**config.mk**
```make
export PLATFORM = sky130hd
export DESIGN_NAME = any1_issue_stage
export DESIGN_NICKNAME = d
export VERILOG_FILES = /design/src/rtl/any1_pkg.sv /design/src/rtl/any1_issue_dupchk.sv /design/src/rtl/any1_issue_stage.sv
export SDC_FILE = /design/constraint.sdc
export NUM_CORES = 1
export LEC_CHECK = 0
export CAP_MARGIN = 5
export CORE_MARGIN = 4
export CORE_UTILIZATION = 31
export DETAILED_ROUTE_END_ITERATION = 12
export GPL_TIMING_DRIVEN = 0
export PLACE_DENSITY = 0.54
export SYNTH_ARGS = -nofsm -noshare
export SYNTH_HDL_FRONTEND = slang
export SYNTH_SLANG_ARGS = --single-unit
```
**constraint.sdc**
```tcl
create_clock -name clk_i -period 2.04 [get_ports clk_i]
set_clock_uncertainty 0.05 [all_clocks]
set_input_delay 0.408 -clock clk_i [delete_from_list [all_inputs] [get_ports clk_i]]
set_output_delay 0.408 -clock clk_i [all_outputs]
set_load 0.005 [all_outputs]
```
**src/rtl/any1_pkg.sv**
```systemverilog
// Shared ANY1 core types: ROB entry layout plus the issue-stage slot and state types.
package any1_pkg;

  localparam int ROB_ENTRIES  = 64;
  localparam int ISSUE_QDEPTH = 2;

  typedef struct packed {
    logic        v;
    logic        out;
    logic        out2;
    logic        done;
    logic [5:0]  rd;
    logic [31:0] ir;
    logic [31:0] pc;
  } sReorderEntry;

  typedef struct packed {
    logic         v;
    logic [5:0]   rid;
    sReorderEntry ent;
  } sIssueSlot;

  typedef enum logic [1:0] {
    IS_EMPTY = 2'd0,
    IS_ONE   = 2'd1,
    IS_FULL  = 2'd2
  } eIssueState;

endpackage

```
**src/rtl/any1_issue_dupchk.sv**
```systemverilog
// Flags a scheduler selection that is already buffered or is the entry being marked this cycle.
module any1_issue_dupchk #(
  parameter int NSLOT = 2,
  parameter int RIDW  = 6
) (
  input  logic [RIDW-1:0]             sel_rid,
  input  logic [NSLOT-1:0]            slot_v,
  input  logic [NSLOT-1:0][RIDW-1:0]  slot_rid,
  input  logic                        mark_v,
  input  logic [RIDW-1:0]             mark_rid,
  output logic                        dup
);

  logic [NSLOT-1:0] hit;

  for (genvar g = 0; g < NSLOT; g++) begin : g_cmp
    assign hit[g] = slot_v[g] && (slot_rid[g] == sel_rid);
  end

  assign dup = (|hit) || (mark_v && (mark_rid == sel_rid));

endmodule

```
**src/rtl/any1_issue_stage.sv**
```systemverilog
// Two-slot issue buffer between the ROB scheduler and the execution unit.
// Optional ANY1_ISSUE_PERF_EN adds issued/stall/duplicate event counters.
module any1_issue_stage
  import any1_pkg::*;
#(
  parameter int QDEPTH = ISSUE_QDEPTH,
  parameter int RIDW   = 6
) (
  input  logic               clk_i,
  input  logic               rst_ni,
  input  logic               flush_i,
  input  logic [RIDW:0]      sel_i,
  input  sReorderEntry       sel_ent_i,
  input  logic               ex_rdy_i,
  output logic               ex_vld_o,
  output logic [RIDW-1:0]    ex_rid_o,
  output sReorderEntry       ex_ent_o,
  output logic               mark_out_o,
  output logic [RIDW-1:0]    mark_rid_o,
  output logic               full_o,
`ifdef ANY1_ISSUE_PERF_EN
  output logic [31:0]        perf_issued_o,
  output logic [31:0]        perf_stall_o,
  output logic [31:0]        perf_dup_o,
`endif
  output logic [1:0]         cnt_o
);

  sIssueSlot  slot_q [QDEPTH];
  logic       rd_ptr_q, wr_ptr_q;
  eIssueState state_q, state_d;
  logic       mark_q;
  logic [RIDW-1:0] mark_rid_q;

  logic            sel_vld;
  logic [RIDW-1:0] sel_rid;
  logic            dup, accept, xfer;
  logic [QDEPTH-1:0]           slot_v;
  logic [QDEPTH-1:0][RIDW-1:0] slot_rid;

  assign sel_vld = !sel_i[RIDW];
  assign sel_rid = sel_i[RIDW-1:0];

  for (genvar g = 0; g < QDEPTH; g++) begin : g_slot
    assign slot_v[g]   = slot_q[g].v;
    assign slot_rid[g] = slot_q[g].rid;
  end

  any1_issue_dupchk #(.NSLOT(QDEPTH), .RIDW(RIDW)) u_dupchk (
    .sel_rid  (sel_rid),
    .slot_v   (slot_v),
    .slot_rid (slot_rid),
    .mark_v   (mark_q),
    .mark_rid (mark_rid_q),
    .dup      (dup)
  );

  // Outputs come straight from the head slot registers; sel_i never reaches them combinationally.
  assign ex_vld_o   = slot_q[rd_ptr_q].v;
  assign ex_rid_o   = slot_q[rd_ptr_q].rid;
  assign ex_ent_o   = slot_q[rd_ptr_q].ent;
  assign mark_out_o = mark_q;
  assign mark_rid_o = mark_rid_q;
  assign full_o     = (state_q == IS_FULL);
  assign cnt_o      = state_q;

  assign xfer   = ex_vld_o && ex_rdy_i;
  assign accept = sel_vld && !full_o && !flush_i && !dup;

  always_comb begin
    state_d = state_q;
    if (flush_i) begin
      state_d = IS_EMPTY;
    end else begin
      case (state_q)
        IS_EMPTY: if (accept) state_d = IS_ONE;
        IS_ONE: begin
          if (accept && !xfer)      state_d = IS_FULL;
          else if (!accept && xfer) state_d = IS_EMPTY;
        end
        IS_FULL:  if (xfer) state_d = IS_ONE;
        default:  state_d = IS_EMPTY;
      endcase
    end
  end

  always_ff @(posedge clk_i or negedge rst_ni) begin
    if (!rst_ni) state_q <= IS_EMPTY;
    else         state_q <= state_d;
  end

  // In ONE with accept+transfer, wr_ptr already points at the free slot, so order is kept.
  always_ff @(posedge clk_i or negedge rst_ni) begin
    if (!rst_ni) begin
      for (int i = 0; i < QDEPTH; i++) slot_q[i] <= '0;
      rd_ptr_q <= 1'b0;
      wr_ptr_q <= 1'b0;
    end else if (flush_i) begin
      for (int i = 0; i < QDEPTH; i++) slot_q[i].v <= 1'b0;
      rd_ptr_q <= 1'b0;
      wr_ptr_q <= 1'b0;
    end else begin
      if (xfer) begin
        slot_q[rd_ptr_q].v <= 1'b0;
        rd_ptr_q           <= ~rd_ptr_q;
      end
      if (accept) begin
        slot_q[wr_ptr_q].v   <= 1'b1;
        slot_q[wr_ptr_q].rid <= sel_rid;
        slot_q[wr_ptr_q].ent <= sel_ent_i;
        wr_ptr_q             <= ~wr_ptr_q;
      end
    end
  end

  // A mark pending at flush time is still delivered; flush only blocks new accepts.
  always_ff @(posedge clk_i or negedge rst_ni) begin
    if (!rst_ni) begin
      mark_q     <= 1'b0;
      mark_rid_q <= '0;
    end else begin
      mark_q <= accept;
      if (accept) mark_rid_q <= sel_rid;
    end
  end

`ifdef ANY1_ISSUE_PERF_EN
  logic dup_evt;
  assign dup_evt = sel_vld && !full_o && !flush_i && dup;

  always_ff @(posedge clk_i or negedge rst_ni) begin
    if (!rst_ni) begin
      perf_issued_o <= '0;
      perf_stall_o  <= '0;
      perf_dup_o    <= '0;
    end else begin
      if (xfer)                   perf_issued_o <= perf_issued_o + 32'd1;
      if (ex_vld_o && !ex_rdy_i)  perf_stall_o  <= perf_stall_o + 32'd1;
      if (dup_evt)                perf_dup_o    <= perf_dup_o + 32'd1;
    end
  end
`endif

endmodule
```
==> impl_metrics.json <==
{
  "fmax_ghz": 0.4295,
  "yosysUniqueCellTypes": 32,
  "end_kind": "flop",
  "fp.dieW_um": 173.2,
  "dieArea_mm2": 0.02999,
  "stdcell_area_mm2": 0.01297,
  "yosys.area.top_type_share_pct": 51.18,
  "grt.total_usage_pct": 14.93,
  "final_cells": 1123,
  "dpl-instance-area_mm2": 0.01065,
  "setup-tns-final_ns": -45.29,
  "cts.sinks": 173,
  "syn_to_final_growth_pct": 53.28,
  "ios": 176,
  "initial_core_util_pct": 31.48,
  "fin_crit_sh_pct": 114.1,
  "cts_tree": "done",
  "multi_input_area_mm2": 0.004115,
  "grt_max_degree": 88,
  "relSlewSlack_pct": 53.53,
  "ys_seq_area_share_pct": 51.18,
  "maxCapViolations": 0,
  "gp_routability_congestion": 0.7625,
  "synthesis.nets": 589,
  "hold_viol": 0,
  "timing.critical_path.fanout_max": 10,
  "core_mm2": 0.02688,
  "ys_seq_elements": 173,
  "io_buffers": 169,
  "tightest_slew_ns": 0.6971,
  "hpwl_um": 13850,
  "avgSynthCellArea_um2": 16.78,
  "rsz0062_at_grt": "true",
  "firstDrtPassIters": 4,
  "critPathRequiredTime_ns": 2.29,
  "yosys_warnings": 0,
  "crit_type": "reg -> reg",
  "synth_area_leader_cell": "dfrtp_1",
  "worstSetupStartpointType": "flop",
  "ir_worst_vdd_mv": 0.4405,
  "fin_crit_ns": 2.328,
  "via_per_inst": 4.569,
  "antenna_left": 0,
  "p_leak_uw": 0.005848,
  "synth_area_leaders": "dfrtp_1 51%, mux2_4 28%, mux2_2 12%, buf_12 1.7%, buf_8 1.2%",
  "cts_root_buffer": "clkbuf_16",
  "status": "finished, violations left",
  "num_rows": 60,
  "clk_pin_slew_ns": 0.08,
  "antenna_found_initial": 0,
  "violations": "negative setup slack",
  "num-fill-cells": 2283,
  "cts_htree_levels": 4,
  "grt_pass1_wl_um": 35470,
  "ctsLongestPathBuffers": 2,
  "avgRoutedWirePerCell_um": 20.39,
  "chipHeight_um": 173.2,
  "critical_path_arrival_ns": 2.58,
  "worstSkewPairLatency_ns": 0.43,
  "setup_viol": 237,
  "dp_slack_ns": -0.9903,
  "drv_slew": 0,
  "vias": 5131,
  "layout-drive-gt1-share_pct": 62.28,
  "syn-instance-count": 504,
  "dr.first_iter.drc_count": 188,
  "synth_area_mm2": 0.008459,
  "diodes": 0,
  "grt_pass1_vias": 5994,
  "dp.cells": 1015,
  "drc": 0,
  "final.setup.worst_slack_ns": -0.2883,
  "powerDensity_mw_per_mm2": 966.6,
  "regArea_mm2": 0.004333,
  "layout.nets": 854,
  "numCtsBuffers": 17,
  "gr-total-overflow": 0,
  "worstHoldPathType": "in -> reg",
  "routed_wl_um": 22890
}
-- repair_timing --
item                                    in CTS  in global routing
gates cloned                                14                  5
endpoints found under the setup margin     251                249
hold buffers                                 1                  0
resized for setup                          517                 77
hold endpoints to repair                    86                  0
pin swaps                                    4                 11
setup buffers                               54                 17
-- registers in the layout (all words and copies together), names as in the netlist --
signal and count:
wr_ptr_q 1, rd_ptr_q 1, mark_out_o 1, mark_rid_o 6, cnt_o 2, slot_q 162
-- where the power goes --
part           switching (uW)  internal, uW
clock network            1540          1690
logic                    1230          3080
registers                 617          4370
total                    3390          9140
-- path summary, 6_finish.rpt --
check | start | end | slack [ns] | cells past startpoint
max reg2reg | slot_q[157] | slot_q[122] | -0.29 | 9
min reg2reg | slot_q[93] | slot_q[93] | 0.46 | 1
min | sel_i[2] | slot_q[76] | 0.21 | 2
max in group asynchronous | rst_ni | slot_q[113] | 0.54 | 3
max | slot_q[157] | slot_q[122] | -0.29 | 9
min in group asynchronous | rst_ni | slot_q[7] | 0.51 | 2
-- worst max-delay path, cell delays in order (launching register included) --
cell	delay [ns]
dfrtp_1	0.45
xnor2_2	0.16
nand4_1	0.16
nor4_4	0.30
nor4_4	0.10
and2b_2	0.25
buf_12	0.15
buf_12	0.13
buf_12	0.15
mux2_4	0.30
-- synth_stat cells --
library cell and instances:
a21boi_0 1, a21o_1 1, a21oi_1 2, a22oi_1 2, a31oi_1 1, and2_1 2, and2b_1 1, buf_12 7
buf_2 3, buf_4 3, buf_6 5, buf_8 7, clkbuf_1 9, dfrtp_1 173, inv_1 1, mux2_1 2
mux2_2 87, mux2_4 158, nand2_1 3, nand3_1 1, nand3b_1 1, nand4_1 3, nor2_1 3, nor2b_1 2
nor3_1 1, nor4_2 3, nor4_4 1, o21ba_1 1, or3_1 1, or3b_1 1, xnor2_1 9, xor2_1 9
-- layer usage --
metal / track usage [%] / up-vias / share of wire [%]
met2: 24.79 / 120 / 49
li1: - / 2327 / -
met5: 0 / - / 0
met1: 19.83 / 2678 / 46
met3: 4.263 / 6 / 4.1
met4: 2.494 / 0 / 0.42
-- cell type report --
cell class / count / share of cell area [%]
Buffer: 28 / 4.111
Timing Repair Buffer: 252 / 23.00
Tap cell: 341 / 3.291
Clock buffer: 19 / 3.493
Sequential cell: 173 / 33.42
Inverter: 1 / 0.02895
Multi-Input combinational cell: 296 / 31.74
Clock inverter: 13 / 0.9167
-- through the flow --
stage / hold slack, ns / utilization [%] / power [uW]
after detailed placement: 0.4065 / 39.62 / 8537
after floorplan: 0.06241 / - / 6951
final: 0.2081 / 48.24 / 12530
after CTS: 0.1737 / 47.16 / 12350
after global placement: 0.4166 / 39.50 / 8428
after global routing: 0.1822 / 48.24 / 13160
-- cells in the final DEF (no fill, tap or decap), types with 2 or more instances in the layout --
cell type and count:
inv_8 4, buf_6 96, a22oi_1 2, buf_16 7
a21oi_1 2, inv_6 6, nand2_1 3, nor2_1 3
xnor2_1 5, buf_4 21, clkbuf_16 29, xor2_1 7
clkbuf_2 6, buf_2 3, dlygate4sd2_1 2, clkdlybuf4s50_1 85
nand4_1 3, clkbuf_8 2, mux2_2 16, buf_8 14
nor4_4 4, buf_12 32, mux2_4 231, dfrtp_1 170
xor2_2 2, dfrtp_2 3, xnor2_2 4
-- kinds of logic (layout without fill, tap and decap cells) --
kind of cell	Yosys count	in the layout	synth area share [%]
AOI/OAI and AO/OA	8	8	0.6657
xor gates and xnor gates	18	18	1.864
buffers and inverters	35	313	4.452
DFF	173	173	51.18
muxes	247	247	39.89
and+or+nand+nor	23	23	1.952
(Power assumes the default switching activity.)
